==> src/rtl/regfile_wb_arbiter_if.sv <==
// Write-port arbiter bus: pipeline writeback (A), long-latency results (B),
// decode hazard lookups and the register file write port.
interface regfile_wb_arbiter_if #(
    parameter int DEPTH = 4
);
    logic                     a_valid;
    logic [4:0]               a_rd;
    logic [31:0]              a_data;
    logic                     b_valid;
    logic                     b_ready;
    logic [4:0]               b_rd;
    logic [31:0]              b_data;
    logic [4:0]               rs1_addr;
    logic [4:0]               rs2_addr;
    logic                     hazard_rs1;
    logic                     hazard_rs2;
    logic                     stall_req;
    logic                     wr_en;
    logic [4:0]               wr_addr;
    logic [31:0]              wr_data;
    logic [$clog2(DEPTH):0]   fifo_count;

    modport master (
        output a_valid, a_rd, a_data, b_valid, b_rd, b_data, rs1_addr, rs2_addr,
        input  b_ready, hazard_rs1, hazard_rs2, stall_req, wr_en, wr_addr, wr_data, fifo_count
    );
    modport slave (
        input  a_valid, a_rd, a_data, b_valid, b_rd, b_data, rs1_addr, rs2_addr,
        output b_ready, hazard_rs1, hazard_rs2, stall_req, wr_en, wr_addr, wr_data, fifo_count
    );
endinterface

==> src/rtl/regfile_wb_arbiter.sv <==
// Shares the register file write port between pipeline writeback (A, always wins)
// and a FIFO of long-latency results (B), with kill, hazard and starvation tracking.
module regfile_wb_arbiter #(
    parameter int DEPTH        = 4,
    parameter int STARVE_LIMIT = 8
) (
    input  logic              clk,
    input  logic              reset_n,
    regfile_wb_arbiter_if.slave bus
);
    localparam int AW = $clog2(DEPTH);
    localparam int CW = AW + 1;
    localparam int SW = $clog2(STARVE_LIMIT + 1);

    logic [4:0]    rd_q   [DEPTH];
    logic [31:0]   data_q [DEPTH];
    logic [DEPTH-1:0] live_q;
    logic [AW-1:0] wptr_q, rptr_q;
    logic [CW-1:0] count_q;
    logic [SW-1:0] starve_q;
    logic          stall_q;
    logic          rdy_en_q;

    logic a_claim, head_live, drain_live, pop, push, enq_live;

    // Reset gates port A directly so the write port is quiet while reset is held.
    assign a_claim    = reset_n && bus.a_valid && (bus.a_rd != 5'd0);
    assign head_live  = (count_q != '0) && live_q[rptr_q];
    assign drain_live = !a_claim && head_live;
    assign pop        = (count_q != '0) && (!live_q[rptr_q] || drain_live);
    assign push       = bus.b_valid && bus.b_ready && (bus.b_rd != 5'd0);
    assign enq_live   = !(a_claim && (bus.a_rd == bus.b_rd));

    assign bus.b_ready    = rdy_en_q && (count_q != CW'(DEPTH));
    assign bus.fifo_count = count_q;
    assign bus.stall_req  = stall_q;

    always_comb begin
        bus.wr_en   = 1'b0;
        bus.wr_addr = 5'd0;
        bus.wr_data = 32'd0;
        if (a_claim) begin
            bus.wr_en   = 1'b1;
            bus.wr_addr = bus.a_rd;
            bus.wr_data = bus.a_data;
        end else if (drain_live) begin
            bus.wr_en   = 1'b1;
            bus.wr_addr = rd_q[rptr_q];
            bus.wr_data = data_q[rptr_q];
        end
    end

    // Popped slots have live cleared, so live alone marks an occupied, un-killed entry.
    always_comb begin
        bus.hazard_rs1 = 1'b0;
        bus.hazard_rs2 = 1'b0;
        for (int i = 0; i < DEPTH; i++) begin
            if (live_q[i] && rd_q[i] == bus.rs1_addr && bus.rs1_addr != 5'd0) bus.hazard_rs1 = 1'b1;
            if (live_q[i] && rd_q[i] == bus.rs2_addr && bus.rs2_addr != 5'd0) bus.hazard_rs2 = 1'b1;
        end
    end

    always_ff @(posedge clk or negedge reset_n) begin
        if (!reset_n) begin
            for (int i = 0; i < DEPTH; i++) begin
                rd_q[i]   <= 5'd0;
                data_q[i] <= 32'd0;
            end
            live_q   <= '0;
            wptr_q   <= '0;
            rptr_q   <= '0;
            count_q  <= '0;
            starve_q <= '0;
            stall_q  <= 1'b0;
            rdy_en_q <= 1'b0;
        end else begin
            rdy_en_q <= 1'b1;
            // Port A is program-newer than anything queued: kill matching entries.
            for (int i = 0; i < DEPTH; i++)
                if (a_claim && rd_q[i] == bus.a_rd) live_q[i] <= 1'b0;
            if (pop) begin
                live_q[rptr_q] <= 1'b0;
                rptr_q         <= rptr_q + 1'b1;
            end
            if (push) begin
                rd_q[wptr_q]   <= bus.b_rd;
                data_q[wptr_q] <= bus.b_data;
                live_q[wptr_q] <= enq_live;
                wptr_q         <= wptr_q + 1'b1;
            end
            count_q <= count_q + CW'(push) - CW'(pop);

            if (head_live && !drain_live) begin
                if (starve_q != SW'(STARVE_LIMIT)) starve_q <= starve_q + 1'b1;
                if (starve_q == SW'(STARVE_LIMIT - 1)) stall_q <= 1'b1;
            end else begin
                starve_q <= '0;
            end
            if (drain_live) stall_q <= 1'b0;
        end
    end
endmodule

==> src/flat_wrapper.sv <==
// flat-port wrapper written by rule: the top's interface ports become plain ports
module regfile_wb_arbiter_flat 
#(
    parameter int DEPTH        = 4,
    parameter int STARVE_LIMIT = 8
)
  (clk, reset_n, bus_a_valid, bus_a_rd, bus_a_data, bus_b_valid, bus_b_rd, bus_b_data, bus_rs1_addr, bus_rs2_addr, bus_b_ready, bus_hazard_rs1, bus_hazard_rs2, bus_stall_req, bus_wr_en, bus_wr_addr, bus_wr_data, bus_fifo_count);
  regfile_wb_arbiter_if #(.DEPTH(DEPTH)) bus_i ();
  input  logic clk;
  input  logic reset_n;
  input wire logic [$bits(bus_i.a_valid)-1:0] bus_a_valid;
  input wire logic [$bits(bus_i.a_rd)-1:0] bus_a_rd;
  input wire logic [$bits(bus_i.a_data)-1:0] bus_a_data;
  input wire logic [$bits(bus_i.b_valid)-1:0] bus_b_valid;
  input wire logic [$bits(bus_i.b_rd)-1:0] bus_b_rd;
  input wire logic [$bits(bus_i.b_data)-1:0] bus_b_data;
  input wire logic [$bits(bus_i.rs1_addr)-1:0] bus_rs1_addr;
  input wire logic [$bits(bus_i.rs2_addr)-1:0] bus_rs2_addr;
  output wire logic [$bits(bus_i.b_ready)-1:0] bus_b_ready;
  output wire logic [$bits(bus_i.hazard_rs1)-1:0] bus_hazard_rs1;
  output wire logic [$bits(bus_i.hazard_rs2)-1:0] bus_hazard_rs2;
  output wire logic [$bits(bus_i.stall_req)-1:0] bus_stall_req;
  output wire logic [$bits(bus_i.wr_en)-1:0] bus_wr_en;
  output wire logic [$bits(bus_i.wr_addr)-1:0] bus_wr_addr;
  output wire logic [$bits(bus_i.wr_data)-1:0] bus_wr_data;
  output wire logic [$bits(bus_i.fifo_count)-1:0] bus_fifo_count;
  assign bus_i.a_valid = bus_a_valid;
  assign bus_i.a_rd = bus_a_rd;
  assign bus_i.a_data = bus_a_data;
  assign bus_i.b_valid = bus_b_valid;
  assign bus_i.b_rd = bus_b_rd;
  assign bus_i.b_data = bus_b_data;
  assign bus_i.rs1_addr = bus_rs1_addr;
  assign bus_i.rs2_addr = bus_rs2_addr;
  assign bus_b_ready = bus_i.b_ready;
  assign bus_hazard_rs1 = bus_i.hazard_rs1;
  assign bus_hazard_rs2 = bus_i.hazard_rs2;
  assign bus_stall_req = bus_i.stall_req;
  assign bus_wr_en = bus_i.wr_en;
  assign bus_wr_addr = bus_i.wr_addr;
  assign bus_wr_data = bus_i.wr_data;
  assign bus_fifo_count = bus_i.fifo_count;
  regfile_wb_arbiter #(.DEPTH(DEPTH), .STARVE_LIMIT(STARVE_LIMIT)) u_core (.clk(clk), .reset_n(reset_n), .bus(bus_i));
endmodule
==> config.mk <==
export PLATFORM = sky130hd
export DESIGN_NAME = regfile_wb_arbiter_flat
export DESIGN_NICKNAME = d
export VERILOG_FILES = /design/src/rtl/regfile_wb_arbiter_if.sv /design/src/rtl/regfile_wb_arbiter.sv /design/src/flat_wrapper.sv
export SDC_FILE = /design/constraint.sdc
export NUM_CORES = 1
export LEC_CHECK = 0
export BUFFER_PORTS_ARGS = -buffer_cell sky130_fd_sc_hd__buf_2
export CORE_ASPECT_RATIO = 0.8
export CORE_MARGIN = 4
export CORE_UTILIZATION = 62
export DETAILED_ROUTE_END_ITERATION = 12
export PLACE_DENSITY = 0.86
export SETUP_SLACK_MARGIN = 0.02
export SYNTH_ARGS = -nofsm -noshare
export SYNTH_HDL_FRONTEND = slang
export SYNTH_SLANG_ARGS = --single-unit
export TNS_END_PERCENT = 10
==> constraint.sdc <==
create_clock -name clk -period 6.3 [get_ports clk]
set_clock_uncertainty 0.2 [all_clocks]
set_input_delay 1.26 -clock clk [delete_from_list [all_inputs] [get_ports clk]]
set_output_delay 1.26 -clock clk [all_outputs]
set_load 0.05 [all_outputs]
==> impl_metrics.csv <==
group,metric,value,unit
status,status,"completed",
clocking,tritoncts,"built",
logic_synthesis,syn_avg_cell_area,12.6,um2
sta,tns,0,ns
logic_synthesis,synth_edf_count,0,
sta,fin_crit,4.95,ns
grt,grt_pass1_wl,33800,um
die,fp.dieW,140,um
die,initial_core_util,0.635,
die,rows,38,
grt,antenna_found_initial,0,
placed_design,place_ws,1.37,ns
logic_synthesis,synth-async-reset-ratio,1.00,
placed_design,dp_hpwl,13400,um
cells_and_area,final_cell_mix,"dfrtp_1, buf_2, mux2_2, nand2_1, xor2_1",
logic_synthesis,synth_area_leaders,"dfrtp_1, mux2_2, mux4_2",
grt,grt_max_degree,81,
cells_and_area,nets,890,
cells_and_area,n_antenna_cell,0,
power_and_ir_drop,vdd_drop_max,0.329,mV
die,fp.dieH,114,um
clocking,htreeDepth,4,
sta,final.setup.worst_slack,1.35,ns
critical_path,worstPathArrival,3.49,ns
drt,drt-pass1-iter-count,4,
critical_path,crit_path_max_fanout,20,
grt,grt_pass1_vias,6465,
critical_path,required,4.84,ns
sta,relSlewSlack,0.232,
logic_synthesis,syn-cell-area,8660,um2
critical_path,crit_chain,"buf_2 -> or4_1 -> o21ai_4 -> buf_4 -> nand3_1 -> nand2_1 -> buf_2",
clocking,numCtsBuffers,17,
logic_synthesis,synth.net_count,787,
placed_design,gp_congestion,0.927,
sta,fmax,0.202,GHz
sta,rsz0062_at_grt,"false",
logic_synthesis,syn_inst,686,
clocking,clk_path_buf_depth,2,
logic_synthesis,seq_area_frac_synth,0.477,
drt,drc,0,
drt,drt_iter0_drc,386,
logic_synthesis,yosys_warnings,0,
cells_and_area,syn_to_final_growth,14.6,%
sta,hold_violations,0,
sta,setup_viol,0,
drt,avgViaCountPerCell,5.90,
critical_path,crit_top_cell,"buf_2",
critical_path,crit_path_max_incr_delay,0.61,ns
power_and_ir_drop,powerDensity,524,nW/um2
logic_synthesis,synth_cell_types,35,
grt,grt.total_usage,0.272,
die,fp.coreArea,13600,um2
power_and_ir_drop,power.leakage,4.66,nW
cells_and_area,final-instance-count-excl-fill,982,
worst_hold_path,min_path_type,"reg2reg",
clocking,clock_sinks,165,
critical_path,cp_slowest_cell,"or4_1",
clocking,clk_pin_slew,0.07,ns
placed_design,placed_area,9370,um2
die,die-area,15900,um2
clocking,root_buffer,"clkbuf_16",
critical_path,end_kind,"output port",
clocking,holdBufCountCts,0,
cells_and_area,nFillCells,916,
logic_synthesis,yosysTopAreaCell,"dfrtp_1",
cells_and_area,finalInstanceArea,9930,um2
clocking,post_cts_buffers,0,
grt,grt_overflow,0,
logic_synthesis,synth_flop_cell,"dfrtp_1",
drt,antenna_left,0,
critical_path,crit_path_start_kind,"input pin",
sta,worst_pin_slew,1.15,ns
drt,wl_per_cell,21.0,um
logic_synthesis,ys_ff_latch,165,
placed_design,io_buffers,132,
logic_synthesis,synth_top_area_frac,0.477,
critical_path,critical_path_class,"in2out",
sta,drv_slew,0,
clocking,cts.repair.resized,0,
run,drv_cap,0,
power_and_ir_drop,total_power,0.00521,W
sta,period_share,0.786,
clocking,clk_latency,0.42,ns
drt,num_vias,5795,
drt,wirelength,20600,um
cells_and_area,drive_gt1_frac,0.420,
die,ios,133,
placed_design,dp.cells,950,
cells_and_area,final_common_cell,"dfrtp_1",
## stage by stage
stage / hold slack, ns / util
after detailed placement: 0.277 / 0.687
after floorplan: 0.259 / -
after global placement: 0.268 / 0.687
after CTS: 0.293 / 0.728
final: 0.287 / 0.728
after global routing: 0.314 / 0.728
## kinds of logic (layout without fill, tap and decap cells)
| kind of cell | Yosys count | after routing | share of synthesized area |
|---|---|---|---|
| AO/OA/AOI/OAI | 16 | 16 | 0.0166 |
| flip-flops | 165 | 165 | 0.477 |
| buffers and inverters | 63 | 179 | 0.0334 |
| multiplexers | 187 | 187 | 0.292 |
| AND/OR/NAND/NOR | 169 | 169 | 0.0882 |
| other | 1 | 1 | 0.000433 |
| adder cells (fa/ha/maj) | 13 | 13 | 0.0196 |
| XOR/XNOR | 72 | 72 | 0.0728 |
## area by class of cell
cell class	count	area (um2)	area share
timing repair buffer	137	704	0.0709
inverter	10	37.5	0.00378
sequential	165	4130	0.416
clock buffer	18	439	0.0442
tap	180	225	0.0227
multi-input combinational	458	4280	0.431
clock inverter	14	118	0.0118
## worst max-delay path: cells and delay by family
family	cells	cell delay [ns]
AOI/OAI and AO/OA	1	0.52
buffers and inverters	3	0.80
and+or+nand+nor	3	0.87
## report_power, final
group	switching [W]	leakage, nW	internal (W)
clock network	0.000457	0.273	0.000528
registers	0.000398	2.00	0.00158
logic	0.00117	2.39	0.00108
## cell usage after synthesis (9+ instances only)
master	count
dfrtp_1	165
mux2_2	119
nand2_1	84
xor2_1	49
nand3_1	45
mux4_2	38
mux2_1	29
buf_2	24
xnor2_1	23
clkbuf_1	21
ha_1	12
inv_1	10
nor2_1	10
nor4_1	9
## path summary, 6_finish.rpt
kind | slack, ns | cells past startpoint | startpoint | to
max in group asynchronous | 4.23 | 2 | reset_n | u_core.rptr_q[0]$_DFFE_PN0N_
min reg2reg | 0.29 | 1 | u_core.data_q[62]$_DFFE_PN0P_ | u_core.data_q[62]$_DFFE_PN0P_
min in group asynchronous | 0.45 | 1 | reset_n | u_core.rd_q[0]$_DFFE_PN0P_
max | 1.35 | 7 | bus_a_rd[3] | bus_wr_data[30]
max reg2reg | 3.49 | 4 | u_core.bus.fifo_count[2]$_DFF_PN0_ | u_core.data_q[100]$_DFFE_PN0P_
min | 0.29 | 1 | u_core.data_q[62]$_DFFE_PN0P_ | u_core.data_q[62]$_DFFE_PN0P_
## flip-flops by register name (all words and copies together) (netlist names), 2 cells and up
name                   cells
u_core.bus.fifo_count      3
u_core.data_q            128
u_core.live_q              4
u_core.rd_q               20
u_core.rptr_q              2
u_core.starve_q            4
u_core.wptr_q              2
## metal layers
| layer | vias up | track usage | wire [um] |
|---|---|---|---|
| met1 | 2984 | 0.366 | 8890 |
| met5 | - | 0 | 0 |
| met3 | 25 | 0.0583 | 1160 |
| met2 | 160 | 0.453 | 10300 |
| met4 | 0 | 0.0794 | 271 |
| li1 | 2626 | - | - |
Power figures use the tool's default switching activity.
